**src/rtl/pipe_mux_reg.sv**
```systemverilog
// ---------------------------------------------------------------------------
// pipe_mux_reg
//
// Pipeline register with a channel-select multiplexer in front of it. One of
// N_IN flattened input channels is chosen by 'sel' and captured on the next
// rising clock edge. Stall, flush and reset controls are provided. A sticky
// flag records any attempt to load an out-of-range channel.
//
// Optional feature:
//   PIPE_MUX_ERR_CNT_EN - when defined, err_cnt is a saturating counter of
//                         illegal-select events. When undefined, err_cnt is
//                         tied to zero and no counter flops are built.
//
// Parameters:
//   WIDTH        data width of each channel and of out_data
//   N_IN         number of input channels (2..16)
//   ILLEGAL_VAL  value captured when sel selects a non-existent channel
//   ERR_CNT_W    width of err_cnt
//   SEL_W        derived select width, max(1, clog2(N_IN)); not overridable
//
// Ports:
//   clk       in   1            sole clock, rising edge
//   rst       in   1            synchronous active-high reset
//   in_data   in   N_IN*WIDTH   channel k at bits [k*WIDTH +: WIDTH]
//   sel       in   SEL_W        channel select
//   in_valid  in   1            current input is a real operand
//   stall     in   1            hold register contents
//   flush     in   1            replace register contents with a bubble
//   err_clr   in   1            clear error state
//   out_data  out  WIDTH        registered selected data
//   out_valid out  1            registered valid
//   sel_err   out  1            sticky illegal-select flag
//   err_cnt   out  ERR_CNT_W    illegal-select count (zero when disabled)
// ---------------------------------------------------------------------------
module pipe_mux_reg #(
    parameter int                WIDTH       = 32,
    parameter int                N_IN        = 4,
    parameter logic [WIDTH-1:0]  ILLEGAL_VAL = WIDTH'(32'hDEADBEEF),
    parameter int                ERR_CNT_W   = 8,
    localparam int               SEL_W       = (N_IN > 1) ? $clog2(N_IN) : 1
) (
    input  logic                   clk,
    input  logic                   rst,
    input  logic [N_IN*WIDTH-1:0]  in_data,
    input  logic [SEL_W-1:0]       sel,
    input  logic                   in_valid,
    input  logic                   stall,
    input  logic                   flush,
    input  logic                   err_clr,
    output logic [WIDTH-1:0]       out_data,
    output logic                   out_valid,
    output logic                   sel_err,
    output logic [ERR_CNT_W-1:0]   err_cnt
);

    logic             sel_legal;
    logic [WIDTH-1:0] chan_data;
    logic [WIDTH-1:0] sel_data;
    logic             load;
    logic             illegal_evt;

    // Channel lookup. Matching sel against each existing channel index (rather
    // than comparing sel against N_IN) means a power-of-two N_IN naturally has
    // every select code legal, and codes beyond the last channel simply never
    // match, leaving sel_legal low.
    always_comb begin
        sel_legal = 1'b0;
        chan_data = '0;
        for (int k = 0; k < N_IN; k++) begin
            if (sel == SEL_W'(k)) begin
                sel_legal = 1'b1;
                chan_data = in_data[k*WIDTH +: WIDTH];
            end
        end
    end

    // A normal load happens only when neither flush nor stall is active. An
    // illegal event is restricted to real (valid) loads so that bubbles,
    // stalled cycles and flushed cycles can never raise the error flag.
    always_comb begin
        load        = !flush && !stall;
        sel_data    = sel_legal ? chan_data : ILLEGAL_VAL;
        illegal_evt = load && in_valid && !sel_legal;
    end

    // Data/valid register. Priority is reset, then flush, then stall, then a
    // normal load. Invalid loads capture zero so the register never carries
    // stale data alongside out_valid=0.
    always_ff @(posedge clk) begin
        if (rst) begin
            out_data  <= '0;
            out_valid <= 1'b0;
        end else if (flush) begin
            out_data  <= '0;
            out_valid <= 1'b0;
        end else if (!stall) begin
            out_valid <= in_valid;
            out_data  <= in_valid ? sel_data : '0;
        end
    end

    // Sticky error flag. A new illegal event wins over a clear in the same
    // cycle so that an error is never lost.
    always_ff @(posedge clk) begin
        if (rst) begin
            sel_err <= 1'b0;
        end else if (illegal_evt) begin
            sel_err <= 1'b1;
        end else if (err_clr) begin
            sel_err <= 1'b0;
        end
    end

`ifdef PIPE_MUX_ERR_CNT_EN
    localparam logic [ERR_CNT_W-1:0] CNT_MAX = '1;

    logic [ERR_CNT_W-1:0] err_cnt_q;

    // Saturating illegal-event counter. A clear coinciding with an illegal
    // event restarts the count at one, because that event still happened.
    always_ff @(posedge clk) begin
        if (rst) begin
            err_cnt_q <= '0;
        end else if (illegal_evt) begin
            if (err_clr) begin
                err_cnt_q <= ERR_CNT_W'(1);
            end else if (err_cnt_q != CNT_MAX) begin
                err_cnt_q <= err_cnt_q + ERR_CNT_W'(1);
            end
        end else if (err_clr) begin
            err_cnt_q <= '0;
        end
    end

    assign err_cnt = err_cnt_q;
`else
    // Counter disabled: the output is a constant and no flops are built.
    assign err_cnt = '0;
`endif

endmodule
```
**config.mk**
```make
export PLATFORM = sky130hd
export DESIGN_NAME = pipe_mux_reg
export DESIGN_NICKNAME = d
export VERILOG_FILES = /design/src/rtl/pipe_mux_reg.sv
export SDC_FILE = /design/constraint.sdc
export NUM_CORES = 1
export LEC_CHECK = 0
export ABC_CLOCK_PERIOD_IN_PS = 2180
export CORE_MARGIN = 2
export CORE_UTILIZATION = 45
export DETAILED_ROUTE_END_ITERATION = 8
export DONT_BUFFER_PORTS = 1
export HOLD_SLACK_MARGIN = 0.12
export PLACE_DENSITY_LB_ADDON = 0.1
export SKIP_LAST_GASP = 1
export SYNTH_ARGS = -nofsm -noshare
export SYNTH_HDL_FRONTEND = slang
export SYNTH_SLANG_ARGS = --single-unit
```
**constraint.sdc**
```tcl
create_clock -name clk -period 2.18 [get_ports clk]
set_input_delay 0.436 -clock clk [delete_from_list [all_inputs] [get_ports clk]]
set_output_delay 0.436 -clock clk [all_outputs]
set_load 0.005 [all_outputs]
```
# --- Yosys cells after proc, flatten, opt, wreduce, memory -nomap -nowiden ---
# Cells that the tools add are included.
word_totals:
  ff_bits: 34
  input_bits: 136
  word_cells: 27
classes:
  eq_ne: 3
  mux: 12
  reduce_logical: 9
ops:
  columns: ["op", "count"]
  rows:
  - ["$mux W32", 6]
  - ["$mux W1", 6]
  - ["$eq A2 B2 Y1 const B", 2]
  - ["$logic_and A1 B1 Y1", 3]
  - ["$logic_not A1 Y1", 3]
  - ["$eq A2 B1 Y1 const B", 1]
  - ["$logic_not A2 Y1", 1]
  - ["$reduce_bool A2 Y1", 1]
  - ["$reduce_or A2 Y1", 1]

# --- Depth between registers and ports, before layout ---
# Gate-level depths: netlist of the first run.
logic_depth:
  depth_word: 8
  mapped_depth: 4
  mapped_depth_nobuf: 2

# --- Least setup slack after synthesis of the first run ---
# Ideal clock, no wire load.
synth_path:
  path_type: "input -> register"
  startpoint: "in sel[0]"
  endpoint: "reg out_data[12]"
  t_arrival_ns: 1.366
  cell_stages: 4
  slack_ns: 0.697
  path_buffers: 2
  t_required_ns: 2.063
  setup_ns: 0.117
  cell_sequence: "buf_6 -> buf_6 -> mux4_2 -> a22o_1"
synth_between:
  elab_chain_len: 7
  word_cells_on_any_way: 14
  classes_between: "3 x eq/ne; 10 x mux; 1 x reduce/logical"
synth_lines:
  columns: ["item", "line", "rtl"]
  rows:
  - ["from (decl)", "45", "input logic [SEL_W-1:0] sel,"]
  - ["$logic_not A2 Y1", "70", "if (sel == SEL_W'(k)) begin"]
  - ["$mux W32 or $mux W1 (tied branches) (4 in series)", "70", null]
  - ["$mux W32 (*)", "82", "sel_data = sel_legal ? chan_data : ILLEGAL_VAL;"]
  - ["$mux W32 (*)", "98", "out_data <= in_valid ? sel_data : '0;"]
  - ["to (signal assigned)", "98", null]
  - ["to (decl)", "50", "output logic [WIDTH-1:0] out_data,"]
# Every way passes the cells marked *; elsewhere a longest branch is shown, timed or not.
# A chain may end at the register's enable or synchronous reset.

# --- Final worst setup path of the first run ---
layout_path:
  startpoint: "reg out_data[9]"
  endpoint: "out out_data[9]"
# No word-level cell between the ends.

==> impl_metrics.xml, run 1 <==
<?xml version="1.0" encoding="UTF-8"?>
<metrics>
  <group name="status">
    <metric name="outcome" unit="">completed</metric>
  </group>
  <group name="clocking">
    <metric name="ctsHoldBuffers" unit="">0</metric>
    <metric name="clock_tree.root_cell" unit="">sky130_fd_sc_hd__clkbuf_8</metric>
    <metric name="cts_tree" unit="">built</metric>
    <metric name="worst_skew_pair.late_latency" unit="ns">0.28</metric>
    <metric name="htreeDepth" unit="">2</metric>
    <metric name="cts_resized" unit="">0</metric>
    <metric name="cts.path.max_buffers" unit="">2</metric>
    <metric name="cts_sinks" unit="">34</metric>
    <metric name="cts_buffers" unit="">5</metric>
    <metric name="post_cts.repair.setup_buffers" unit="">0</metric>
    <metric name="path_clk_slew" unit="ns">0.07</metric>
  </group>
  <group name="floorplan">
    <metric name="boundaryPins" unit="">178</metric>
    <metric name="floorplan.core_area" unit="um2">4030</metric>
    <metric name="die-height" unit="um">68.8</metric>
    <metric name="initial_core_util" unit="%">46.9</metric>
    <metric name="die_area" unit="um2">4730</metric>
    <metric name="placementRows" unit="">23</metric>
    <metric name="die_width" unit="um">68.8</metric>
  </group>
  <group name="sta">
    <metric name="period_minus_slack" unit="ns">1.10</metric>
    <metric name="timing.fmax" unit="GHz">0.905</metric>
    <metric name="final_max_slew_viol_count" unit="">0</metric>
    <metric name="fin_crit_sh" unit="%">50.7</metric>
    <metric name="hold_ws" unit="ns">0.219</metric>
    <metric name="final.setup.tns" unit="ns">0</metric>
    <metric name="timing.final.hold_violations" unit="">0</metric>
    <metric name="finClkSkew" unit="ns">0</metric>
    <metric name="rsz0062_at_grt" unit="">no</metric>
    <metric name="report.final.setup_viol" unit="">0</metric>
  </group>
  <group name="power">
    <metric name="p_leak" unit="uW">0.000698</metric>
    <metric name="vdd_drop_max" unit="uV">313</metric>
    <metric name="p_per_area" unit="nW/um2">649</metric>
    <metric name="p_total" unit="uW">1270</metric>
  </group>
  <group name="layout">
    <metric name="stdcell_area" unit="um2">1950</metric>
    <metric name="area_delta_synth_final" unit="%">3.38</metric>
    <metric name="finalNetCount" unit="">256</metric>
    <metric name="post_route_cells_drive_above_1_share" unit="%">33.9</metric>
    <metric name="final-instance-count-excl-fill" unit="">171</metric>
    <metric name="num_antenna_cells" unit="">0</metric>
    <metric name="fill_cells" unit="">365</metric>
  </group>
  <group name="placement">
    <metric name="gp_congestion" unit="">0.664</metric>
    <metric name="post_dp_cell_area" unit="um2">1860</metric>
    <metric name="port_buffers" unit="">0</metric>
    <metric name="dpl_cells" unit="">163</metric>
    <metric name="hpwlAfterDp" unit="mm">3.38</metric>
  </group>
  <group name="global_routing">
    <metric name="grt_pass1_wl" unit="mm">5.61</metric>
    <metric name="globalRoute.totalOverflow" unit="">0</metric>
    <metric name="grt_max_degree" unit="">33</metric>
    <metric name="initial_antenna_violation_count" unit="">0</metric>
    <metric name="grt_pass1_vias" unit="">1222</metric>
    <metric name="grt.total_usage" unit="%">16.7</metric>
  </group>
  <group name="worst_setup_path">
    <metric name="critical_path_fanouts_max" unit="">2</metric>
    <metric name="critical_path_arrival" unit="ns">0.67</metric>
    <metric name="required" unit="ns">1.74</metric>
    <metric name="worstSetupStartpointType" unit="">flop</metric>
    <metric name="worst_setup_path_end_kind" unit="">output pin</metric>
    <metric name="critical_path_class" unit="">reg2out</metric>
  </group>
  <group name="yosys">
    <metric name="post-synth-top-count-cell" unit="">sky130_fd_sc_hd__dfxtp_1</metric>
    <metric name="synthesis.area" unit="um2">1890</metric>
    <metric name="postSynthAreaPerCell" unit="um2">15.1</metric>
    <metric name="postSynthRegisterBits" unit="">34</metric>
    <metric name="primary_flip_flop_cell_chosen_by_synthesis_mapping" unit="">sky130_fd_sc_hd__dfxtp_1</metric>
    <metric name="synth-edff-count" unit="">0</metric>
    <metric name="synth.lib_cells_used.distinct" unit="">15</metric>
    <metric name="seq_area_frac_synth" unit="%">36.0</metric>
    <metric name="yosys-top-cells-area" unit="">sky130_fd_sc_hd__dfxtp_1, sky130_fd_sc_hd__mux4_2, sky130_fd_sc_hd__a22o_1, sky130_fd_sc_hd__buf_4, sky130_fd_sc_hd__mux4_1</metric>
    <metric name="synth-async-reset-ratio" unit="%">0</metric>
    <metric name="yosys_warnings" unit="">0</metric>
    <metric name="synthCells" unit="">125</metric>
    <metric name="yosys.area.top_type_share" unit="%">36.0</metric>
    <metric name="post_synth_most_frequent_cells" unit="">sky130_fd_sc_hd__dfxtp_1, sky130_fd_sc_hd__a22o_1, sky130_fd_sc_hd__mux4_2, sky130_fd_sc_hd__buf_4, sky130_fd_sc_hd__buf_2</metric>
    <metric name="synth_area_leader_cell" unit="">sky130_fd_sc_hd__dfxtp_1</metric>
  </group>
  <group name="routing">
    <metric name="met3WireLength" unit="um">642</metric>
    <metric name="ant_nets" unit="">0</metric>
    <metric name="routedWlPerCell" unit="um">25.8</metric>
    <metric name="vias_per_cell" unit="">6.93</metric>
    <metric name="routed_wl" unit="mm">4.41</metric>
    <metric name="top_signal_layer_used" unit="">met4</metric>
    <metric name="dr_wl_met2" unit="mm">2.25</metric>
    <metric name="drt_iter0_drc" unit="">68</metric>
    <metric name="routed-via-count" unit="">1185</metric>
    <metric name="detail_route.first_pass.iterations" unit="">4</metric>
    <metric name="wirelength_met1" unit="mm">1.44</metric>
    <metric name="detail_route.drc_violations" unit="">0</metric>
  </group>
  <group name="flow_run">
    <metric name="maxCapViolations" unit="">0</metric>
  </group>
  <group name="min_path">
    <metric name="hold_class" unit="">in2reg</metric>
  </group>
</metrics>
layout make-up:
type	count	area, um2	share of cell area [%]
Multi-Input combinational cell	77	1100	56.5
Sequential cell	34	681	34.8
Timing Repair Buffer	2	15.0	0.769
Tap cell	50	62.6	3.20
Clock buffer	7	86.3	4.42
Clock inverter	1	5.00	0.256
cell families (layout without fill, tap and decap cells):
group	Yosys count	after routing	share of synthesized area [%]
flip-flops	34	34	36.0
AO/OA/AOI/OAI	32	32	14.8
multiplexers	33	33	39.1
buffers and inverters	21	10	7.75
AND/OR/NAND/NOR	4	4	2.12
other	1	8	0.198
routing by layer:
layer / up-vias / GRT usage (%)
met2: 101 / 28.1
met5: - / 0
met1: 570 / 16.9
met4: 0 / 7.84
met3: 8 / 8.93
li1: 506 / -
per-stage QoR:
stage / utilization (%) / setup WS, ns
floorplan: - / 0.697
global placement: 46.2 / 0.878
detailed placement: 46.2 / 0.851
CTS: 48.5 / 1.04
global route: 48.5 / 1.01
finish: 48.5 / 1.08
final timing paths:
kind | cells after the start | endpoint | from | slack (ns)
min | 1 | sel_err | err_clr | 0.22
max | 0 | out_data[9] | out_data[9] | 1.08
min reg2reg | 1 | sel_err | sel_err | 0.49
max reg2reg | 1 | out_data[9] | out_data[9] | 1.52
report_power, final:
part / switching, uW / internal, uW / leakage [uW]
clock network: 218 / 255 / 0.0000482
registers: 12.3 / 636 / 0.000275
logic: 35.6 / 110 / 0.000374
total: 266 / 1000 / 0.000698
registers in the layout (all words and copies together), names as in the netlist:
name       count
out_data      32
sel_err        1
out_valid      1
placed cells by master, fill, tap and decap left out, drive strengths merged:
master	instances
clkinv	1
nor3	1
clkbuf	7
mux2i	1
a22o	32
nor3b	2
nor4b	1
dfxtp	34
conb	8
mux4	32
buf	2
(Power assumes the default switching activity.)
==> inputs of run 2 (changes only) <==
ABC_CLOCK_PERIOD_IN_PS = 1000   (was 2180)
clock period = 1 ns   (was 2.18 ns; I/O delays follow)
==> run 2 against run 1 <==
Against the previous run:
- die area stayed put
- critical path type unchanged
- wire length is 6.4% higher
- register-to-register slack got worse by 1.2 ns
- critical path depth is the same
- non-clock buffer count is 3 higher
- via count rose by 1.4%
- largest power group unchanged
==> impl_metrics.xml, run 2 (synthesized netlist as in run 1, its figures left out) <==
<?xml version="1.0" encoding="UTF-8"?>
<metrics>
  <group name="status">
    <metric name="outcome" unit="">completed</metric>
  </group>
  <group name="clocking">
    <metric name="cts.path.max_buffers" unit="">2</metric>
    <metric name="htreeDepth" unit="">2</metric>
    <metric name="worst_skew_pair.late_latency" unit="ns">0.28</metric>
    <metric name="post_cts.repair.setup_buffers" unit="">0</metric>
    <metric name="path_clk_slew" unit="ns">0.07</metric>
    <metric name="cts_sinks" unit="">34</metric>
    <metric name="cts_tree" unit="">built</metric>
    <metric name="clock_tree.root_cell" unit="">sky130_fd_sc_hd__clkbuf_8</metric>
    <metric name="cts_buffers" unit="">5</metric>
  </group>
  <group name="worst_setup_path">
    <metric name="worstSetupStartpoint" unit="">out_data[9]</metric>
    <metric name="required" unit="ns">0.80</metric>
    <metric name="critical_path_class" unit="">reg2out</metric>
    <metric name="critical_path_arrival" unit="ns">0.66</metric>
    <metric name="worst_setup_path_end_kind" unit="">output pin</metric>
    <metric name="critical_path_fanouts_max" unit="">2</metric>
    <metric name="worstSetupStartpointType" unit="">flop</metric>
    <metric name="critical_register_to_register_path_startpoint" unit="">out_data[16]</metric>
  </group>
  <group name="sta">
    <metric name="report.final.setup_viol" unit="">0</metric>
    <metric name="rsz0062_at_grt" unit="">no</metric>
    <metric name="timing.final.hold_violations" unit="">0</metric>
    <metric name="timing.fmax" unit="GHz">1.17</metric>
    <metric name="period_minus_slack" unit="ns">0.857</metric>
    <metric name="final.setup.tns" unit="ns">0</metric>
    <metric name="worst_slack" unit="ns">0.143</metric>
    <metric name="finClkSkew" unit="ns">0</metric>
    <metric name="final_max_slew_viol_count" unit="">0</metric>
    <metric name="fin_crit_sh" unit="%">85.7</metric>
  </group>
  <group name="floorplan">
    <metric name="initial_core_util" unit="%">46.9</metric>
    <metric name="die_area" unit="um2">4730</metric>
    <metric name="die_width" unit="um">68.8</metric>
    <metric name="placementRows" unit="">23</metric>
    <metric name="boundaryPins" unit="">178</metric>
    <metric name="floorplan.core_area" unit="um2">4030</metric>
    <metric name="die-height" unit="um">68.8</metric>
  </group>
  <group name="routing">
    <metric name="drt_iter0_drc" unit="">38</metric>
    <metric name="routed-via-count" unit="">1202</metric>
    <metric name="routed_wl" unit="mm">4.69</metric>
    <metric name="ant_nets" unit="">0</metric>
    <metric name="vias_per_cell" unit="">6.91</metric>
    <metric name="routedWlPerCell" unit="um">26.9</metric>
    <metric name="detail_route.first_pass.iterations" unit="">4</metric>
    <metric name="detail_route.drc_violations" unit="">0</metric>
  </group>
  <group name="placement">
    <metric name="pre_cts_ws" unit="ns">-0.0730</metric>
    <metric name="port_buffers" unit="">0</metric>
    <metric name="hpwlAfterDp" unit="mm">3.54</metric>
    <metric name="gp_congestion" unit="">0.692</metric>
    <metric name="post_dp_cell_area" unit="um2">1890</metric>
  </group>
  <group name="layout">
    <metric name="mostFrequentLayoutCells" unit="">sky130_fd_sc_hd__dfxtp_1, sky130_fd_sc_hd__a22o_1, sky130_fd_sc_hd__mux4_2</metric>
    <metric name="area_delta_synth_final" unit="%">6.29</metric>
    <metric name="finalNetCount" unit="">259</metric>
    <metric name="top_register" unit="">out_data</metric>
    <metric name="final_core_utilization" unit="%">49.8</metric>
    <metric name="biggestRegsByFlops" unit="">out_data (32), out_valid (1), sel_err (1)</metric>
    <metric name="largest_register_ff_count" unit="">32</metric>
    <metric name="most_common_library_cell_in_the_layout_ignoring_fill_and_taps" unit="">sky130_fd_sc_hd__dfxtp_1</metric>
    <metric name="num_antenna_cells" unit="">0</metric>
    <metric name="post_route_cells_drive_above_1_share" unit="%">33.1</metric>
    <metric name="stdcell_area" unit="um2">2010</metric>
  </group>
  <group name="global_routing">
    <metric name="grt.total_usage" unit="%">17.8</metric>
    <metric name="grt_pass1_vias" unit="">1214</metric>
    <metric name="grt_max_degree" unit="">33</metric>
    <metric name="grt_pass1_wl" unit="mm">5.84</metric>
    <metric name="globalRoute.totalOverflow" unit="">0</metric>
    <metric name="initial_antenna_violation_count" unit="">0</metric>
  </group>
  <group name="flow_run">
    <metric name="maxCapViolations" unit="">0</metric>
  </group>
  <group name="power">
    <metric name="p_total" unit="uW">2780</metric>
    <metric name="p_per_area" unit="nW/um2">1380</metric>
    <metric name="p_leak" unit="uW">0.000716</metric>
    <metric name="vdd_drop_max" unit="uV">661</metric>
  </group>
  <group name="min_path">
    <metric name="min_from" unit="">in_valid</metric>
    <metric name="hold_class" unit="">in2reg</metric>
  </group>
</metrics>
## run 2: stage by stage
step                      cells  hold WS (ns)
after CTS                   174         0.121
after detailed placement    163         0.279
after global placement      163         0.277
after floorplan             132         0.275
after global routing        174         0.147
final                       174         0.132
## run 2: area by class of cell
class,instances,area (um2)
fill,345,2020
multi-input combinational,77,1100
sequential,34,681
clock buffer,7,86.3
timing repair buffer,5,70.1
tap,50,62.6
clock inverter,1,5.00
## run 2: power breakdown
part	total, uW	internal [uW]	switching (uW)
Clock	1030	555	472
Sequential	1410	1390	26.6
Combinational	338	255	82.9
## run 2: routing by layer
metal	GRT usage (%)	vias up	routed length, um
met5	0	-	0
met4	6.86	0	60
met3	7.31	4	604
met2	32.1	102	2570
met1	18.3	582	1460
li1	-	514	-
## run 2: path summary, 6_finish.rpt
path                            slack [ns]      endpoint  cells after the start
worst max-delay path                  0.14   out_data[9]                      0
worst min-delay path                  0.13     out_valid                      2
worst max register to register        0.35  out_data[16]                      1
worst min register to register        0.50       sel_err                      1
## run 2: timing repair
action                    4_1_cts  5_1_grt
hold buffers                    3        0
gates resized for setup         0        0
hold endpoints to repair        2        0
